File: src/rtl/muldiv_unit.sv
// muldiv_unit: iterative RV32M multiply/divide unit.
// One operation in flight. The latency is fixed at 33 edges from the accepted
// start edge to the result_valid cycle.
//
// Handshake: start is sampled only while the unit is IDLE. It is ignored in
// every other state and is never queued. busy is high in every state except
// IDLE. result_valid is a one-cycle pulse in DONE. result is written only on
// the FIX->DONE edge and holds until the next operation completes.
module muldiv_unit #(
    parameter int XLEN  = 32,
    parameter int STEPS = 32
) (
    input  logic            clk,
    input  logic            rst_n,
    input  logic            start,
    input  logic [2:0]      op,
    input  logic [XLEN-1:0] rs1_val,
    input  logic [XLEN-1:0] rs2_val,
    output logic            busy,
    output logic            result_valid,
    output logic [XLEN-1:0] result
);

    localparam int CNT_W = $clog2(STEPS);

    localparam logic [2:0] OP_MUL    = 3'b000;
    localparam logic [2:0] OP_MULH   = 3'b001;
    localparam logic [2:0] OP_MULHSU = 3'b010;
    localparam logic [2:0] OP_MULHU  = 3'b011;
    localparam logic [2:0] OP_DIV    = 3'b100;
    localparam logic [2:0] OP_DIVU   = 3'b101;
    localparam logic [2:0] OP_REM    = 3'b110;
    localparam logic [2:0] OP_REMU   = 3'b111;

    typedef enum logic [1:0] {
        S_IDLE = 2'd0,
        S_CALC = 2'd1,
        S_FIX  = 2'd2,
        S_DONE = 2'd3
    } state_t;

    // The state register is visible to bound checkers through this name.
    state_t state, state_nxt;

    logic [2:0]        op_q;
    logic [XLEN-1:0]   opnd_q;     // multiplicand (mul) or divisor (div), absolute value
    logic [2*XLEN-1:0] acc_q;      // mul: {partial product, multiplier}; div: {remainder, quotient}
    logic [CNT_W-1:0]  cnt_q;
    logic              a_neg_q;
    logic              b_neg_q;
    logic              b_zero_q;
    logic [XLEN-1:0]   a_raw_q;
    logic [XLEN-1:0]   result_q;

    // Operand conditioning at the start edge.
    logic            sign_a, sign_b, a_neg, b_neg;
    logic [XLEN-1:0] a_abs, b_abs;

    // Per-step datapath.
    logic [XLEN:0]     mul_sum;
    logic [2*XLEN-1:0] mul_next;
    logic [XLEN:0]     div_shift;
    logic [XLEN:0]     div_diff;
    logic [2*XLEN-1:0] div_next;

    // Sign fix-up.
    logic [2*XLEN-1:0] prod_fix;
    logic [XLEN-1:0]   quo_fix, rem_fix;
    logic [XLEN-1:0]   fix_result;

    // Operand signedness and absolute values from funct3.
    always_comb begin
        sign_a = (op == OP_MUL) || (op == OP_MULH) || (op == OP_MULHSU) ||
                 (op == OP_DIV) || (op == OP_REM);
        sign_b = (op == OP_MUL) || (op == OP_MULH) ||
                 (op == OP_DIV) || (op == OP_REM);
        a_neg  = sign_a & rs1_val[XLEN-1];
        b_neg  = sign_b & rs2_val[XLEN-1];
        a_abs  = a_neg ? (~rs1_val + 1'b1) : rs1_val;
        b_abs  = b_neg ? (~rs2_val + 1'b1) : rs2_val;
    end

    // One shift-add step (multiply) and one restoring shift-subtract step (divide).
    always_comb begin
        mul_sum   = {1'b0, acc_q[2*XLEN-1:XLEN]} + (acc_q[0] ? {1'b0, opnd_q} : '0);
        mul_next  = {mul_sum, acc_q[XLEN-1:1]};
        div_shift = {acc_q[2*XLEN-1:XLEN], acc_q[XLEN-1]};
        div_diff  = div_shift - {1'b0, opnd_q};
        // A borrow in the top bit means the trial subtraction failed, so restore.
        if (div_diff[XLEN]) begin
            div_next = {div_shift[XLEN-1:0], acc_q[XLEN-2:0], 1'b0};
        end else begin
            div_next = {div_diff[XLEN-1:0], acc_q[XLEN-2:0], 1'b1};
        end
    end

    // Sign correction and result selection. Signed overflow (MIN / -1) needs no
    // special path: |MIN| / 1 gives quotient MIN with remainder 0, and negating
    // MIN leaves MIN.
    always_comb begin
        prod_fix = (a_neg_q ^ b_neg_q) ? (~acc_q + 1'b1) : acc_q;
        quo_fix  = (a_neg_q ^ b_neg_q) ? (~acc_q[XLEN-1:0] + 1'b1) : acc_q[XLEN-1:0];
        rem_fix  = a_neg_q ? (~acc_q[2*XLEN-1:XLEN] + 1'b1) : acc_q[2*XLEN-1:XLEN];
        fix_result = '0;
        case (op_q)
            OP_MUL:                       fix_result = prod_fix[XLEN-1:0];
            OP_MULH, OP_MULHSU, OP_MULHU: fix_result = prod_fix[2*XLEN-1:XLEN];
            OP_DIV, OP_DIVU:              fix_result = b_zero_q ? '1 : quo_fix;
            OP_REM, OP_REMU:              fix_result = b_zero_q ? a_raw_q : rem_fix;
            default:                      fix_result = '0;
        endcase
    end

    // State register.
    always_ff @(posedge clk or negedge rst_n) begin
        if (!rst_n) begin
            state <= S_IDLE;
        end else begin
            state <= state_nxt;
        end
    end

    // Next-state logic.
    always_comb begin
        state_nxt = state;
        case (state)
            S_IDLE: if (start) state_nxt = S_CALC;
            S_CALC: if (cnt_q == CNT_W'(STEPS - 1)) state_nxt = S_FIX;
            S_FIX:  state_nxt = S_DONE;
            S_DONE: state_nxt = S_IDLE;
            default: state_nxt = S_IDLE;
        endcase
    end

    // Datapath registers: operand latch, iteration and result capture.
    always_ff @(posedge clk or negedge rst_n) begin
        if (!rst_n) begin
            op_q     <= '0;
            opnd_q   <= '0;
            acc_q    <= '0;
            cnt_q    <= '0;
            a_neg_q  <= 1'b0;
            b_neg_q  <= 1'b0;
            b_zero_q <= 1'b0;
            a_raw_q  <= '0;
            result_q <= '0;
        end else begin
            case (state)
                S_IDLE: begin
                    if (start) begin
                        op_q     <= op;
                        a_neg_q  <= a_neg;
                        b_neg_q  <= b_neg;
                        b_zero_q <= (rs2_val == '0);
                        a_raw_q  <= rs1_val;
                        cnt_q    <= '0;
                        if (op[2]) begin
                            opnd_q <= b_abs;
                            acc_q  <= {{XLEN{1'b0}}, a_abs};
                        end else begin
                            opnd_q <= a_abs;
                            acc_q  <= {{XLEN{1'b0}}, b_abs};
                        end
                    end
                end
                S_CALC: begin
                    acc_q <= op_q[2] ? div_next : mul_next;
                    cnt_q <= cnt_q + 1'b1;
                end
                S_FIX: begin
                    result_q <= fix_result;
                end
                default: ;
            endcase
        end
    end

    assign busy         = (state != S_IDLE);
    assign result_valid = (state == S_DONE);
    assign result       = result_q;

endmodule

File: config.mk
export PLATFORM = sky130hd
export DESIGN_NAME = muldiv_unit
export DESIGN_NICKNAME = d
export VERILOG_FILES = /design/src/rtl/muldiv_unit.sv
export SDC_FILE = /design/constraint.sdc
export NUM_CORES = 1
export LEC_CHECK = 0
export ABC_AREA = 1
export CORE_MARGIN = 2
export CORE_UTILIZATION = 57
export DETAILED_ROUTE_END_ITERATION = 7
export PLACE_DENSITY_LB_ADDON = 0.2
export SLEW_MARGIN = 20
export SYNTH_ARGS = -nofsm -noshare
export SYNTH_HDL_FRONTEND = slang
export SYNTH_SLANG_ARGS = --single-unit
File: constraint.sdc
create_clock -name clk -period 2.27 [get_ports clk]
set_input_delay 0.454 -clock clk [delete_from_list [all_inputs] [get_ports clk]]
set_output_delay 0.454 -clock clk [all_outputs]
set_load 0.1 [all_outputs]
==> impl_metrics.toml, run 1 <==
[run_status]
outcome = "aborted with a tool error"
stop_stage = "global routing (5_1_grt)"
error = "[ERROR GRT-0232] Routing congestion too high. Check the congestion heatmap in the GUI."

[synth]
synth_nets = 3737
ys_seq_area_share_pct = 21.7
synth_cell_types = 50
ys_ff_latch = 173
synth_area_um2 = 19900
synth_edf_count = 0
syn_avg_cell_area_um2 = 5.55
syn_inst = 3591
ys.flop_type = "dfrtp_1"
yosys_warnings = 0
ys_async_sr_fraction_pct = 100

[global_route]
grt_max_degree = 92
grt_overflow = 1
grt.total_usage_pct = 69.9

[sta]
postGrtWorstEndpoint = "acc_q[60]$_DFFE_PN0P_/D"
worstEpCategory = "register data pin"

[cts]
max-clock-path-buffers = 2
cts_sinks = 173
cts_buffers = 17
cts-root-buf = "clkbuf_16"
cts_max_level = 4

[place]
dpl.hpwl_mm = 74.9
place_ws_ns = -0.390
io_buffers = 103
gp_congestion = 1.12

[die]
pin_count = 104
start_util_pct = 57.7
dieHeight_um = 191
fp.dieW_um = 191
core.rowCount = 68
## Yosys cell counts (3+ instances only)
cell type  instances  share of area (%)
nor2_1           363                6.8
buf_6              9               0.51
inv_1            494                9.3
nor2_2            10               0.31
o211ai_1          37                1.4
o21ai_2            3               0.13
nand2_1         1330                 25
o21bai_1          12               0.45
nand2_4            3               0.17
nand4_1           45                1.4
o21ai_0          168                4.2
nand2_2           18               0.56
xor2_1            65                2.9
or2_1              4               0.13
inv_2             12               0.23
o221ai_1          10               0.44
buf_1             22               0.41
a22oi_1            9               0.34
a21oi_1          133                3.3
o22ai_1            4               0.13
nand3b_1          11               0.41
nand3_1          403                 10
clkbuf_1          62                1.2
o21ai_1            9               0.23
buf_2             26               0.65
ha_1              74                4.6
and2_1            11               0.34
dfrtp_1          173                 22
xnor2_1           13               0.57
nor3_1            30               0.75
or2_2              3              0.094
## cells by family after synthesis
logic type / Yosys count / share of synthesized area [%]
simple gates: 2236 / 46.4
buf+inv: 629 / 12.4
compound gates: 399 / 11.3
flops: 173 / 21.7
xor+xnor: 78 / 3.42
fa+ha+maj: 76 / 4.84
## metrics by stage
| step | cell area, µm² | TNS (ns) | instances | util, % | hold slack (ns) |
|---|---|---|---|---|---|
| after floorplan | 19900 | 0 | 3591 | - | 0.158 |
| after CTS | 26300 | -1.31 | 4589 | 76.1 | 0.485 |
| after detailed placement | 25000 | -15.33 | 4542 | 72.3 | 0.415 |
| after global placement | 25000 | -10.86 | 4542 | 72.3 | 0.411 |
## repair_timing
item / in CTS
gates resized for setup: 132
pin swaps: 12
cloned: 2
hold endpoints to repair: 37
buffers inserted: 12
hold buffers: 1
endpoints found under the setup margin: 44
## routing by layer
metal,track usage [%],GRT overflow
met1,74.8,0
met2,85.2,1
met3,54.5,0
met4,55.9,0
met5,39.7,0
==> run 2, diff against run 1 <==
- CORE_UTILIZATION: 57 -> 40
- PLACE_DENSITY_LB_ADDON: 0.2 -> 0.15
- clock period: 2.27 -> 3 ns (I/O delays scaled with it)
==> run 2 against run 1 <==
The run now ends clean. Synthesized area did not move. Synthesized cell count unchanged.
==> impl_metrics.toml, run 2 <==
[finish]
top_register = "acc_q"
multi_input_area_um2 = 13200
filler_cell_count = 5592
layout_common_cells = "1,329 x nand2_1, 492 x inv_1, 403 x nand3_1"
drive_above_1_share_pct = 6.91
n_antenna_cell = 0
regArea_um2 = 4330
final_common_cell = "nand2_1"
final_nets = 3867
syn_to_final_growth_pct = 14.4
largest_reg_flops = 64

[synth]
ys.flop_type = "dfrtp_1"
yosys_warnings = 0
synth_edf_count = 0
synth.most_common_cell = "nand2_1"
synth_area_leader_cell = "nand2_1"
syn_avg_cell_area_um2 = 5.55
synth_nets = 3737
yosys-top-cells-count = "1,330 x nand2_1, 494 x inv_1, 403 x nand3_1"
synthTopCellsByArea = "nand2_1 25%, dfrtp_1 22%, nand3_1 10%"
syn_inst = 3591
synth_area_um2 = 19900
ys_ff_latch = 173
ys_seq_area_share_pct = 21.7
synth_cell_types = 50
ys_async_sr_fraction_pct = 100
synth_top_area_share_pct = 25.0

[cts]
cts_sinks = 173
clk_pin_slew_ns = 0.08
insertion_delay_ns = 0.50
cts-root-buf = "clkbuf_16"
cts_max_level = 4
max-clock-path-buffers = 2
cts_setup_buffers = 0
cts_buffers = 17
cts_tree = "yes"

[drt]
drtIter0Drc = 3302
drt-total-wl_mm = 94.3
num_vias = 24100
routedWlPerCell_um = 21.4
viasPerCell = 5.48
drc = 0
highest_layer = "met5"
ant_nets = 0
wl_met2_mm = 38.2
met3_length_mm = 9.86
dr.pass1.iters = 7
wl_met1_mm = 41.9

[die]
pin_count = 104
fp.dieW_um = 227
core.rowCount = 81
dieHeight_um = 227
coreArea_um2 = 49100
start_util_pct = 40.7
dieArea_um2 = 51700

[worst_setup_path]
worstReg2RegStart = "opnd_q[0]"
end_kind = "flip-flop"
crit_fanout = 4
worstPathArrival_ns = 3.23
worst_r2r_endpoint = "acc_q[61]"
cp-start-kind = "flip-flop"
ff2ff_path_depth = 19
worst_path_most_repeated_cell = "nand2_1"
startpoint = "opnd_q[0]"
rrSetupSlack_ns = 0.17
crit_chain = "nand2_1 > inv_1 > ha_1 > inv_1 > fa_1 > inv_1 > nand3_1 > nand3_1 > nand2_1 > nand2_1 > nand2_1 > nand2_1 > nand2_1 > nand3_1 > nand3_1 > nand2_1 > inv_1 > nand2_1 > nand2_1"
max_stage_delay_ns = 0.46
critPathCapture = "acc_q[61]"
cpMaxStageDelayCell = "dfrtp_1"
path_class = "flip-flop to flip-flop"
crit_required_ns = 3.39

[sta]
relSlewSlack_pct = 47.9
tightest_slew_ns = 0.780
tns_ns = 0
rsz0062_at_grt = "no"
fin_skew_ns = 0.0128
setup_viol = 0
timing.final.crit_share_pct = 94.4
timing.final.hold_violations = 0
slew_viol_final = 0
fin_crit_ns = 2.83
fmax_mhz = 353

[run_status]
outcome = "finished clean"

[power]
peakVddDrop_uv = 540
p_per_area_nw_per_um2 = 1280
leakagePower_nw = 12.5
totalPowerFinal_mw = 29.3

[global_route]
grt_pass1_wl_mm = 138
antenna_found_initial = 1
grt.total_usage_pct = 36.6
grt_max_degree = 67
grt_pass1_vias = 21700
grt_overflow = 0

[job]
maxCapViolations = 0

[place]
io_buffers = 103
dpl.hpwl_mm = 77.5
gp_congestion = 1.05

[worst_hold_path]
hp-class = "input port to asynchronous set/reset pin"
==> run 2: cell counts after synthesis <==
Identical to the previous run, type by type.
==> run 2: per-layer routing <==
layer	vias to the layer above	track usage (%)
li1	11600	-
met5	-	0
met2	1214	52.1
met3	184	8.49
met1	11100	52.5
met4	4	15.7
==> run 2: critical path: cells and delay by family (launching register included) <==
kind          cells  cell delay, ns
fa+ha+maj         2            0.68
buf+inv           4            0.31
flops             1            0.46
simple gates     13            1.25
==> run 2: cells by family (layout without fill, tap and decap cells) <==
kind of cell	after synthesis	after routing	synth area share (%)
and+or+nand+nor	2236	2236	46.4
buffers and inverters	629	772	12.4
AOI/OAI and AO/OA	399	399	11.3
DFF	173	173	21.7
xor gates and xnor gates	78	78	3.42
adders and majority gates	76	76	4.84
==> run 2: area by class of cell <==
type,instances,share of cell area (%)
clock inverters,15,0.724
inverters,508,8.35
well taps,664,3.64
repair buffers,232,8.73
multi-input cells,2789,57.7
flip-flops and latches,173,19.0
clock buffers,17,1.86
==> run 2: how the worst min path moves through the flow <==
stage,from,to,slack (ns),depth (start not counted)
after floorplan,rst_n,a_neg_q,0.30,0
after global placement,result[23],result[23],0.47,2
after detailed placement,result[17],result[17],0.47,2
after CTS,rst_n,opnd_q[28],0.12,1
after global routing,rst_n,opnd_q[26],0.13,1
final,rst_n,opnd_q[28],0.09,1
==> run 2: power breakdown <==
group	internal (mW)	switching, mW
clock	1.12	1.20
sequential	3.43	1.57
combinational	6.44	15.6
==> run 2: stage by stage <==
step / util (%) / setup WS (ns) / hold WS (ns) / instances / instance area, µm²
finish: 46.5 / 0.168 / 0.0890 / 4398 / 22800
global route: 46.5 / 0.0256 / 0.127 / 4398 / 22800
CTS: 46.5 / 0.162 / 0.118 / 4398 / 22800
detailed placement: 45.3 / 0.123 / 0.468 / 4366 / 22200
global placement: 45.3 / 0.140 / 0.468 / 4366 / 22200
floorplan: - / 0.739 / 0.304 / 3591 / 19900
==> run 2: what timing repair did <==
item                                    CTS  global route
gates resized for setup                   0             3
endpoints found under the setup margin    0             4
hold buffers                              0             0
Power figures use the tool's default switching activity.
